**src/rtl/mc_ctrl.sv**
```systemverilog
// rtl/mc_ctrl.sv - multi-cycle MIPS control FSM with memory handshake and timeout watchdog
//
// Ports:
//   clk, rst          clock and synchronous active-high reset
//   opcode            instr[31:26]; only looked at while in ID
//   zero              ALU zero flag; the datapath combines it with PCWriteCond
//   mem_ready         memory finishes the current access this cycle
//   PCWrite .. PCSource   datapath mux selects, write enables and memory strobes
//   state             current state code (debug)
//   illegal           high during the ID cycle of an unsupported opcode
//   err               high while parked in ERR after a memory timeout
module mc_ctrl #(
    parameter int TIMEOUT = 16,
    parameter int CNT_W   = 5
) (
    input  logic       clk,
    input  logic       rst,
    input  logic [5:0] opcode,
    input  logic       zero,
    input  logic       mem_ready,
    output logic       PCWrite,
    output logic       PCWriteCond,
    output logic       IorD,
    output logic       MemRead,
    output logic       MemWrite,
    output logic       IRWrite,
    output logic       MemtoReg,
    output logic       RegDst,
    output logic       RegWrite,
    output logic       ALUSrcA,
    output logic [1:0] ALUSrcB,
    output logic [1:0] ALUop,
    output logic [1:0] PCSource,
    output logic [3:0] state,
    output logic       illegal,
    output logic       err
);

    typedef enum logic [3:0] {
        S_IF   = 4'd0,
        S_ID   = 4'd1,
        S_MADR = 4'd2,
        S_MRD  = 4'd3,
        S_MWB  = 4'd4,
        S_MWR  = 4'd5,
        S_EXE  = 4'd6,
        S_RWB  = 4'd7,
        S_BEQ  = 4'd8,
        S_JMP  = 4'd9,
        S_ERR  = 4'd15
    } state_t;

    localparam logic [5:0] OP_RTYPE = 6'b000000;
    localparam logic [5:0] OP_LW    = 6'b100011;
    localparam logic [5:0] OP_SW    = 6'b101011;
    localparam logic [5:0] OP_BEQ   = 6'b000100;
    localparam logic [5:0] OP_J     = 6'b000010;

    state_t           r_state;
    logic [CNT_W-1:0] r_cnt;
    logic             r_is_sw;   // lw/sw choice latched in ID, since opcode is ignored afterwards

    state_t w_next;
    state_t w_dec;
    logic   w_waiting;
    logic   w_timeout;
    logic   w_unused_zero;

    // zero only gates the PC load together with PCWriteCond out in the datapath.
    assign w_unused_zero = zero;

    assign state     = r_state;
    assign w_waiting = ((r_state == S_IF) || (r_state == S_MRD) || (r_state == S_MWR)) && !mem_ready;
    assign w_timeout = (r_cnt == CNT_W'(TIMEOUT - 1));

    // While rst is high the outputs already show the IF decode, so no stale
    // strobe from an interrupted instruction reaches memory or the regfile.
    assign w_dec = rst ? S_IF : r_state;

    always_comb begin
        w_next = r_state;
        case (r_state)
            S_IF: begin
                if (mem_ready)      w_next = S_ID;
                else if (w_timeout) w_next = S_ERR;
            end
            S_ID: begin
                case (opcode)
                    OP_RTYPE:     w_next = S_EXE;
                    OP_LW, OP_SW: w_next = S_MADR;
                    OP_BEQ:       w_next = S_BEQ;
                    OP_J:         w_next = S_JMP;
                    default:      w_next = S_IF;
                endcase
            end
            S_MADR: w_next = r_is_sw ? S_MWR : S_MRD;
            S_MRD: begin
                if (mem_ready)      w_next = S_MWB;
                else if (w_timeout) w_next = S_ERR;
            end
            S_MWR: begin
                if (mem_ready)      w_next = S_IF;
                else if (w_timeout) w_next = S_ERR;
            end
            S_EXE:   w_next = S_RWB;
            S_MWB,
            S_RWB,
            S_BEQ,
            S_JMP:   w_next = S_IF;
            S_ERR:   w_next = S_ERR;
            default: w_next = S_IF;
        endcase
    end

    always_comb begin
        PCWrite     = 1'b0;
        PCWriteCond = 1'b0;
        IorD        = 1'b0;
        MemRead     = 1'b0;
        MemWrite    = 1'b0;
        IRWrite     = 1'b0;
        MemtoReg    = 1'b0;
        RegDst      = 1'b0;
        RegWrite    = 1'b0;
        ALUSrcA     = 1'b0;
        ALUSrcB     = 2'b00;
        ALUop       = 2'b00;
        PCSource    = 2'b00;
        illegal     = 1'b0;
        err         = 1'b0;
        case (w_dec)
            S_IF: begin
                MemRead = 1'b1;
                ALUSrcB = 2'b01;
                // PC+4 and IR load only on the cycle the fetch completes.
                IRWrite = mem_ready;
                PCWrite = mem_ready;
            end
            S_ID: begin
                ALUSrcB = 2'b11;
                illegal = !((opcode == OP_RTYPE) || (opcode == OP_LW) || (opcode == OP_SW) ||
                            (opcode == OP_BEQ) || (opcode == OP_J));
            end
            S_MADR: begin
                ALUSrcA = 1'b1;
                ALUSrcB = 2'b10;
            end
            S_MRD: begin
                MemRead = 1'b1;
                IorD    = 1'b1;
            end
            S_MWB: begin
                RegWrite = 1'b1;
                MemtoReg = 1'b1;
            end
            S_MWR: begin
                MemWrite = 1'b1;
                IorD     = 1'b1;
            end
            S_EXE: begin
                ALUSrcA = 1'b1;
                ALUop   = 2'b10;
            end
            S_RWB: begin
                RegWrite = 1'b1;
                RegDst   = 1'b1;
            end
            S_BEQ: begin
                ALUSrcA     = 1'b1;
                ALUop       = 2'b01;
                PCWriteCond = 1'b1;
                PCSource    = 2'b01;
            end
            S_JMP: begin
                PCWrite  = 1'b1;
                PCSource = 2'b10;
            end
            S_ERR:   err = 1'b1;
            default: ;
        endcase
    end

    always_ff @(posedge clk) begin
        if (rst) begin
            r_state <= S_IF;
            r_cnt   <= '0;
            r_is_sw <= 1'b0;
        end else begin
            r_state <= w_next;
            if (w_next != r_state)
                r_cnt <= '0;
            else if (w_waiting)
                r_cnt <= r_cnt + 1'b1;
            if (r_state == S_ID)
                r_is_sw <= (opcode == OP_SW);
        end
    end

endmodule

```
**config.mk**
```make
export PLATFORM = sky130hd
export DESIGN_NAME = mc_ctrl
export DESIGN_NICKNAME = d
export VERILOG_FILES = /design/src/rtl/mc_ctrl.sv
export SDC_FILE = /design/constraint.sdc
export NUM_CORES = 1
export LEC_CHECK = 0
export ABC_AREA = 1
export CAP_MARGIN = 15
export CORE_AREA = 10 10 51 63
export CTS_CLUSTER_DIAMETER = 200
export DETAILED_ROUTE_END_ITERATION = 10
export DIE_AREA = 0 0 61 73
export PLACE_DENSITY = 0.88
export SYNTH_ARGS = -nofsm -noshare
export SYNTH_HDL_FRONTEND = slang
export SYNTH_SLANG_ARGS = --single-unit
```
**constraint.sdc**
```tcl
create_clock -name clk -period 5.2 [get_ports clk]
set_input_delay 1.04 -clock clk [delete_from_list [all_inputs] [get_ports clk]]
set_output_delay 1.04 -clock clk [all_outputs]
set_load 0.005 [all_outputs]
```
==> results of run 1 <==
## worst reg2reg max path, delay by kind of cell, from the launching register on
kind,cells,cell delay (ps)
buffers and inverters,2,180
adders and majority gates,2,390
DFF,1,330
and+or+nand+nor,10,910
## metrics by stage
stage	instances	area (um^2)	setup WS (ps)	hold slack, ps
global placement	212	1250	1380	499
finish	215	1280	1370	509
detailed placement	212	1250	1390	497
CTS	215	1280	1390	508
floorplan	166	962	2370	468
global route	215	1280	1280	545
## cell type report
class | instances | share of cell area, %
sequential | 10 | 15.7
clock buffer | 3 | 1.76
timing repair buffer | 30 | 23.5
tap | 21 | 2.06
multi-input combinational | 129 | 50.5
inverter | 22 | 6.47
## power by group
| part | internal [W] | switching (W) |
|---|---|---|
| logic | 0.0000216 | 0.0000258 |
| registers | 0.0000784 | 0.00000283 |
| clock network | 0.0000267 | 0.0000252 |
## routing by layer
| layer | track usage [%] | vias up | part of all wire (%) |
|---|---|---|---|
| li1 | - | 586 | - |
| met1 | 13.6 | 504 | 38 |
| met2 | 24.5 | 43 | 52 |
| met3 | 1.57 | 11 | 7.5 |
| met4 | 7.58 | 0 | 2.8 |
| met5 | 0 | - | 0 |
## layout by cell type, fill, tap and decap left out, drive strengths merged
cell / count
a21oi: 4
a31oi: 3
clkbuf: 3
clkdlybuf4s50: 30
dfxtp: 10
ha: 2
inv: 22
mux2: 1
nand2: 42
nand3: 18
nand3b: 1
nand4: 4
nor2: 44
nor3: 1
o21ai: 4
o22ai: 2
xnor2: 1
xor2: 2
## logic make-up after synthesis
group | share of synthesized area [%]
and+or+nand+nor | 53.1
buffers and inverters | 12.2
AOI/OAI and AO/OA | 7.41
DFF | 20.8
xor gates and xnor gates | 2.73
adders and majority gates | 2.60
muxes | 1.17
## worst max-delay path by stage
stage                       to  cells past startpoint  slack (ps)
floorplan             ALUop[0]                      5        2370
global placement    ALUSrcB[1]                      5        1380
detailed placement     ALUSrcA                      5        1390
CTS                    ALUSrcA                      5        1390
global route           PCWrite                      5        1280
finish                 ALUSrcA                      5        1370
## flip-flops by register name, summed over array words and instances, names as in the netlist
register	cells
r_is_sw	1
state	4
r_cnt	5
==> summary.md, run 1 <==
| Metric | Value |
|---|---|
| Status | finished, final reports clean |
| CP arrival | approximately 2800 ps |
| Ys flop type | dfxtp_1 |
| Post-Synthesis Cells | approximately 170 |
| Initial core utilization | between 40% and 50% |
| Vias in the first global route | around 1200 |
| Minimum clock period | approximately 3800 ps |
| Critical Path Source Type | input port |
| Reg2Reg Depth | 14 |
| Std-Cell Rows | 19 |
| Slowest-stage cell, CP | clkdlybuf4s50_1 |
| Count leader, synth | nand2_1 |
| Core area | 0.00209 mm^2 |
| CP max FO | 8 |
| WHS Endpoint | r_is_sw |
| Area growth syn-to-layout | 32.6% |
| CP required | roughly 4200 ps |
| Remaining antenna violation count after routing | 0 |
| Clock Path Buffers | 2 |
| Post-DP HPWL | around 2.4 mm |
| Critical path origin | rst |
| Global Route Usage Sum | 13.3% |
| Final #Nets | approximately 210 |
| Gr ovfl total | 0 |
| Reg area | roughly 200 um^2 |
| Min-delay src | r_is_sw |
| Synthesized cell area | ~960 um^2 |
| Fillers | ~210 |
| Worst r2r dst | r_cnt[4] |
| Share of layout cells above drive strength 1 | 12.9% |
| Die H | 73 um |
| Leak Pwr | between 0.5 and 0.6 nW |
| Top-level port count | 32 |
| CTS Hold Bufs | 0 |
| Chip Width | 61 um |
| First-pass GRT wire length | 4.75 mm |
| Skew final | approximately 4.6 ps |
| Fraction of the cycle the final worst path needs | 73.6% |
| Crit path kind | input port to output pin |
| Largest net degree at the start of global routing | 10 |
| Post-synth EDFFs | 0 |
| H-Tree Depth | 1 |
| Final max-slew violation count | 0 |
| Total design power | between 0.00015 and 0.0002 W |
| CTS tree | yes |
| Finish-stage setup viols | 0 |
| Via density per instance | 5.32 |
| Ant diodes | 0 |
| Hold Path Class | register to register |
| Initial DRC count | 39 |
| Max frequency | approximately 260 MHz |
| Leading area contributor after synthesis | dfxtp_1 |
| Initial antenna violation count | 0 |
| Final hold vios | 0 |
| CP max stage delay | 570 ps |
| Worst reg2reg path startpoint | r_cnt[0] |
| Num CTS Buffers | 3 |
| Area of the multi-input gates | approximately 640 um^2 |
| Synth top cells by count | 37 x nand2_1, 33 x nor2_1, 20 x inv_1 |
| End-of-flow core utilization | approximately three fifths |
| Clock root cell | clkbuf_4 |
| Gpl congestion | between 0.9 and 1 |
| DR vias | 1144 |
| Flop2flop setup slack | approximately 3300 ps |
| Crit path max-delay family | buffers and inverters |
| Post-CTS Setup Repair Bufs | 0 |
| Buf/Inv on CP | 3 |
| Maximum VDD drop | approximately 140 uV |
| Number of max-cap violations | 0 |
| Detailed Route WL | between 2 and 3 mm |
| Syn_nets | roughly 180 |
| Syn. warnings | 0 |
| Hold depth | 2 |
| Worst-Skew Late Latency | roughly 260 ps |
| CP Cell Sequence | clkdlybuf4s50_1, inv_1, nand3_1, o22ai_1, clkdlybuf4s50_1 |
| Most frequent CP cell | clkdlybuf4s50_1 |
| Post-CTS resize count | 0 |
| Synth unique cells | 26 |
| Residual DRC | 0 |
| Async S/R FF share, synth | 0% |
| Clock-pin slew on the worst setup and hold paths | 60 ps |
| Share of the synthesized area in the top cell type | about a fifth |
| Slew HR | between 70 and 80% |
| Routed WL per cell | ~13 um |
| Sink Count | 10 |
| #FFs+latches synth | 10 |
| Post-synthesis sequential area ratio | between 20% and 30% |
| DR pass1 iterations | 5 |
| Worst-margin pin slew | approximately 340 ps |
| Setup TNS | 0 ps |
| Die Area | about 0.0045 mm^2 |
| I/O Buffers | 30 |
| CP Capture Type | output pin |
| Mean area per synthesized cell | ~5.8 um^2 |
| PD cells | 141 mW/mm^2 |
| RSZ-0062 raised after global routing | no |
| Largest cells by area after synthesis | dfxtp_1 21%, nand2_1 14%, nor2_1 13% |
Note: power is estimated with default switching activity, not from simulation.
==> run 2: changes to the inputs <==
--- a/config.mk
+++ b/config.mk
@@ -7,11 +7,11 @@
 export LEC_CHECK = 0
 export ABC_AREA = 1
 export CAP_MARGIN = 15
-export CORE_AREA = 10 10 51 63
+export CORE_AREA = 10 10 53 65
 export CTS_CLUSTER_DIAMETER = 200
 export DETAILED_ROUTE_END_ITERATION = 10
-export DIE_AREA = 0 0 61 73
-export PLACE_DENSITY = 0.88
+export DIE_AREA = 0 0 63 75
+export PLACE_DENSITY = 0.82
 export SYNTH_ARGS = -nofsm -noshare
 export SYNTH_HDL_FRONTEND = slang
 export SYNTH_SLANG_ARGS = --single-unit
==> constraint.sdc (replaced) <==
create_clock -name clk -period 3.8 [get_ports clk]
set_input_delay 0.76 -clock clk [delete_from_list [all_inputs] [get_ports clk]]
set_output_delay 0.76 -clock clk [all_outputs]
set_load 0.005 [all_outputs]
==> summary.md, run 2 (synthesis gave the netlist of run 1 again) <==
| Metric | Value |
|---|---|
| Crit path max-delay family | buffers and inverters |
| CP max FO | 6 (-2) |
| Residual DRC | 0 (unchanged) |
| Remaining antenna violation count after routing | 0 (unchanged) |
| Die Area | 0.00473 mm^2 (+6.1%) |
| Gpl congestion | 0.941 (+2.3%) |
| Clock root cell | clkbuf_4 |
| Clock Path Buffers | 2 (unchanged) |
| DR vias | 1156 (+1.0%) |
| Via density per instance | 5.09 (-4.3%) |
| CP Cell Sequence | clkdlybuf4s50_1, inv_1, nand3_1, o21ai_0, clkdlybuf4s50_1 |
| H-Tree Depth | 1 (unchanged) |
| Chip Width | 63 um (+3.3%) |
| Std-Cell Rows | 19 (unchanged) |
| Critical Path Source Type | input port |
| Initial DRC count | 37 (-5.1%) |
| Routed met1 length | 1.11 mm (+4.0%) |
| Vias in the first global route | 1207 (+4.8%) |
| Slowest-stage cell, CP | clkdlybuf4s50_1 |
| Hold Path Class | register to register |
| Largest net degree at the start of global routing | 10 (unchanged) |
| Clock-pin slew on the worst setup and hold paths | 60 ps (about the same) |
| Area growth syn-to-layout | 36.2% |
| Detailed Route WL | 2.92 mm (+3.1%) |
| Most frequent cells in the layout | 37 x nand2_1, 33 x nor2_1, 30 x clkdlybuf4s50_1 |
| Final #Nets | 209 (+0.48%) |
| Initial antenna violation count | 0 (unchanged) |
| Final max-slew violation count | 0 (unchanged) |
| Status | finished, final reports clean |
| Post-CTS resize count | 0 (unchanged) |
| CP required | 3040 ps (-1120 ps) |
| Post-CTS Setup Repair Bufs | 0 (unchanged) |
| CP Capture Type | output pin |
| Num CTS Buffers | 3 (unchanged) |
| Skew final | 2.58 ps (-2.03 ps) |
| Crit path kind | input port to output pin |
| Maximum VDD drop | 248 uV (+74%) |
| Sink Count | 10 (unchanged) |
| Finish-stage setup viols | 0 (unchanged) |
| Global Route Usage Sum | 12.6% (-0.71 points) |
| CTS Hold Bufs | 0 (unchanged) |
| Worst-margin pin slew | 333 ps (-5.58 ps) |
| Fillers | 238 (+12%) |
| DR pass1 iterations | 5 (unchanged) |
| Minimum clock period | 3070 ps |
| Initial core utilization | 43.5% (-2.5 points) |
| I/O Buffers | 30 (unchanged) |
| Worst-Skew Late Latency | 260 ps (about the same) |
| Core area | 0.00221 mm^2 (+5.7%) |
| End-of-flow core utilization | 59.3% (-1.8 points) |
| Area of the multi-input gates | 644 um^2 (unchanged) |
| Die H | 75 um (+2.7%) |
| First-pass GRT wire length | 5.00 mm (+5.4%) |
| Leak Pwr | 0.586 nW (+2.1%) |
| Detail Route met2 WL | 1.53 mm (+3.5%) |
| Gr ovfl total | 0 (unchanged) |
| CTS tree | yes |
| CP arrival | 2310 ps (-480 ps) |
| Number of max-cap violations | 0 (unchanged) |
| Most frequent CP cell | clkdlybuf4s50_1 |
| Top-level port count | 32 (unchanged) |
| Fraction of the cycle the final worst path needs | 80.9% |
| CP max stage delay | 520 ps (-50 ps) |
| Ant diodes | 0 (unchanged) |
| Post-DP HPWL | 2.45 mm (+3.3%) |
| WHS | 530 ps (+21.3 ps) |
| Max reg flops | 5 (unchanged) |
| Top sig layer | met4 |
| PD cells | 207 mW/mm^2 (+46%) |
| Max frequency | around 330 MHz |
| Reg area | 200 um^2 (unchanged) |
| Slew HR | 77.7% (+0.37 points) |
| Commonest non-fill, non-tap cell in the layout | nand2_1 |
| Most flops, register | r_cnt |
| Routed WL per cell | 12.9 um (-2.3%) |
| Buf/Inv on CP | 3 (unchanged) |
| Setup TNS | 0 ps (unchanged) |
| Final hold vios | 0 (unchanged) |
| WL met3 | 169 um (-20%) |
| Share of layout cells above drive strength 1 | 13.8% (+0.89 points) |
| RSZ-0062 raised after global routing | no |
==> run 2: changes by cell type in the layout (fill, tap and decap cells not counted) <==
cell,change
clkbuf_8,+1
buf_4,+1
==> run 2: cell type report <==
class                           instances  area share, %
Timing Repair Buffer                   31           23.5
Tap cell                               31           2.96
Clock buffer                            4           2.77
Sequential cell                        10           15.3
Multi-Input combinational cell        129           49.2
Inverter                               22           6.30
==> run 2: worst paths after layout <==
check                           startpoint    endpoint  slack, ps  cells after the start
worst max-delay path                   rst  ALUSrcB[1]        730                      5
worst min-delay path               r_is_sw     r_is_sw        530                      2
worst max register to register    r_cnt[0]    r_cnt[3]       1860                     14
worst min register to register     r_is_sw     r_is_sw        530                      2
==> run 2: metal layers <==
metal,global-route usage (%),vias to the layer above
met3,2.67,12
met2,23.5,43
li1,-,582
met1,12.1,519
met5,0,-
met4,9.95,0
==> run 2: report_power, final <==
group	internal (W)	leakage, nW	switching [W]
logic	0.0000302	0.485	0.0000356
clock network	0.0000582	0.0210	0.0000358
registers	0.000107	0.0810	0.00000389
==> run 2: stage by stage <==
| stage | std cells | instance area (um^2) | setup slack, ps | total power [W] |
|---|---|---|---|---|
| after floorplan | 166 | 962 | 1530 | 0.000151 |
| after global placement | 223 | 1270 | 722 | 0.000177 |
| after detailed placement | 223 | 1270 | 728 | 0.000180 |
| after CTS | 227 | 1310 | 727 | 0.000275 |
| after global routing | 227 | 1310 | 611 | 0.000287 |
| final | 227 | 1310 | 726 | 0.000271 |
==> run 2: worst register-to-register path, stage by stage (launching register included) <==
cell,delay [ps]
dfxtp_1,330
ha_1,210
inv_1,80
nor2_1,60
ha_1,220
inv_1,120
nand3_1,90
nand3_1,80
nand3_1,110
nor2_1,160
nand2_1,60
nand2_1,80
nor2_2,50
nand2_2,140
nor2_2,50
==> run 3: changes to the inputs <==
==> constraint.sdc (replaced) <==
create_clock -name clk -period 3.1 [get_ports clk]
set_input_delay 0.62 -clock clk [delete_from_list [all_inputs] [get_ports clk]]
set_output_delay 0.62 -clock clk [all_outputs]
set_load 0.005 [all_outputs]
==> summary.md, run 3 (synthesis gave the netlist of run 1 again) <==
| Metric | Value |
|---|---|
| Num CTS Buffers | 3 (unchanged) |
| Total design power | 0.000300 W (+11%) |
| Most frequent CP cell | clkdlybuf4s50_1 |
| Most frequent cells in the layout | 37 x nand2_1, 33 x nor2_1, 30 x clkdlybuf4s50_1 |
| I/O Buffers | 30 (unchanged) |
| End-of-flow core utilization | 58.6% (-0.62 points) |
| Status | finished, final reports clean |
| Via density per instance | 4.96 (-2.5%) |
| Final #Nets | 209 (unchanged) |
| Std-Cell Rows | 19 (unchanged) |
| Crit path max-delay family | buffers and inverters |
| Global Route Usage Sum | 12.2% (-0.44 points) |
| Sequential power share | 45.4% (+4.4 points) |
| CP Cell Sequence | clkdlybuf4s50_1, inv_1, nand3_1, o22ai_1, clkdlybuf4s50_1 |
| Skew final | 6.00 ps (+3.43 ps) |
| H-Tree Depth | 1 (unchanged) |
| Slowest-stage cell, CP | clkdlybuf4s50_1 |
| Remaining antenna violation count after routing | 0 (unchanged) |
| Clock-pin slew on the worst setup and hold paths | 60 ps (about the same) |
| CP Capture Type | output pin |
| Final hold vios | 0 (unchanged) |
| CP max stage delay | 540 ps (+20 ps) |
| Hold Path Class | register to register |
| Internal | 0.000213 W (+9.0%) |
| Die Area | 0.00473 mm^2 (unchanged) |
| Leak Pwr | 0.579 nW (-1.2%) |
| DR pass1 iterations | 4 (-1) |
| Final max-slew violation count | 0 (unchanged) |
| Minimum clock period | between 2000 and 3000 ps |
| DR vias | 1122 (-2.9%) |
| Crit path kind | input port to output pin |
| Detailed Route WL | 2.81 mm (-3.9%) |
| Maximum VDD drop | 209 uV (-16%) |
| Number of max-cap violations | 0 (unchanged) |
| CTS Hold Bufs | 0 (unchanged) |
| Max reg flops | 5 (unchanged) |
| RSZ-0062 raised after global routing | no |
| Die H | 75 um (unchanged) |
| Gr ovfl total | 0 (unchanged) |
| Final instance area | 0.00130 mm^2 (-1.1%) |
| Core area | 0.00221 mm^2 (unchanged) |
| First-pass GRT wire length | 4.85 mm (-3.0%) |
| Most flops, register | r_cnt |
| Critical Path Source Type | input port |
| Fillers | 240 (+0.84%) |
| Setup TNS | 0 ps (unchanged) |
| CP arrival | 2170 ps (-140 ps) |
| Post-CTS resize count | 0 (unchanged) |
| PD cells | 231 mW/mm^2 (+12%) |
| Vias in the first global route | 1124 (-6.9%) |
| Switching Power | 0.0000866 W (+15%) |
| Fraction of the cycle the final worst path needs | roughly 90% |
| Buf/Inv on CP | 3 (unchanged) |
| Ant diodes | 0 (unchanged) |
| Clk pwr share | 28.0% (-6.7 points) |
| Routed WL per cell | 12.4 um (-3.5%) |
| Area growth syn-to-layout | 34.7% |
| Finish-stage setup viols | 0 (unchanged) |
| Max frequency | 359 MHz |
| Gpl congestion | 0.944 (+0.36%) |
| Placed cell areas | 0.00127 mm^2 (unchanged) |
| Final std cells w/o fill | 226 (-0.44%) |
| Worst-margin pin slew | 323 ps (-10.0 ps) |
| Chip Width | 63 um (unchanged) |
| Initial DRC count | 48 (+30%) |
| Clock root cell | clkbuf_4 |
| Commonest non-fill, non-tap cell in the layout | nand2_1 |
| Initial antenna violation count | 0 (unchanged) |
| Worst-Skew Late Latency | 260 ps (about the same) |
| Top-level port count | 32 (unchanged) |
| Sink Count | 10 (unchanged) |
| Post-CTS Setup Repair Bufs | 0 (unchanged) |
| Initial core utilization | 43.5% (unchanged) |
| Placed Cells | 223 (unchanged) |
| Combinational share of power | 26.6% (+2.3 points) |
| CP max FO | 6 (unchanged) |
| Clock Path Buffers | 2 (unchanged) |
| Residual DRC | 0 (unchanged) |
| CP required | 2480 ps (-560 ps) |
| Flop2flop setup slack | 1220 ps (-640 ps) |
| Slew HR | 78.4% (+0.67 points) |
| Share of layout cells above drive strength 1 | 13.3% (-0.44 points) |
| Post-DP HPWL | 2.37 mm (-3.1%) |
| CTS tree | yes |
| Largest net degree at the start of global routing | 10 (unchanged) |
| Switching part of the total power | 28.9% (+1.1 points) |
-- run 3: changes by cell type in the layout (fill, tap and decap cells not counted) --
cell	delta
clkbuf_8	-1
-- run 3: power groups by stage --
stage                     clock (W)  combinational (W)  sequential [W]
after floorplan                   0          0.0000485        0.000137
after global placement            0          0.0000784        0.000139
after detailed placement          0          0.0000799        0.000139
after CTS                 0.0000879          0.0000805        0.000136
after global routing      0.0000916          0.0000896        0.000137
final                     0.0000839          0.0000798        0.000136
-- run 3: per-layer routing --
| layer | up-vias | global-route usage, % | part of all wire [%] |
|---|---|---|---|
| met1 | 501 | 11.8 | 38 |
| met3 | 6 | 3.26 | 6.9 |
| met4 | 0 | 5.47 | 1.4 |
| li1 | 585 | - | - |
| met5 | - | 0 | 0 |
| met2 | 30 | 24.0 | 53 |
-- run 3: worst paths after layout --
| check | from | cells after the start | end |
|---|---|---|---|
| max | rst | 5 | ALUSrcA |
| max reg2reg | r_cnt[0] | 14 | r_cnt[0] |
| min | r_is_sw | 2 | r_is_sw |
| min reg2reg | r_is_sw | 2 | r_is_sw |
-- run 3: cell type report --
cell class / count / area (um^2) / share of cell area, %
well taps: 31 / 38.8 / 2.99
flip-flops and latches: 10 / 200 / 15.4
multi-input cells: 129 / 644 / 49.7
repair buffers: 31 / 308 / 23.7
clock buffers: 3 / 22.5 / 1.74
inverters: 22 / 82.6 / 6.37
-- run 3: worst register-to-register path: stages (launching register included) --
cell and delay (ps):
dfxtp_1 330, ha_1 200, inv_1 70, nor2_1 50
ha_1 210, inv_1 110, nand3_1 90, nand3_1 80
nand3_1 110, nor2_1 150, nand2_1 60, nand2_1 90
nor2_2 50, nand2_2 140, nor2_2 40
-- run 3: per-stage QoR --
step	hold slack, ps	worst slack, ps
2_1_floorplan	468	1110
3_3_place_gp	495	321
3_5_place_dp	525	336
4_1_cts	535	331
5_1_grt	551	181
6_report	537	312
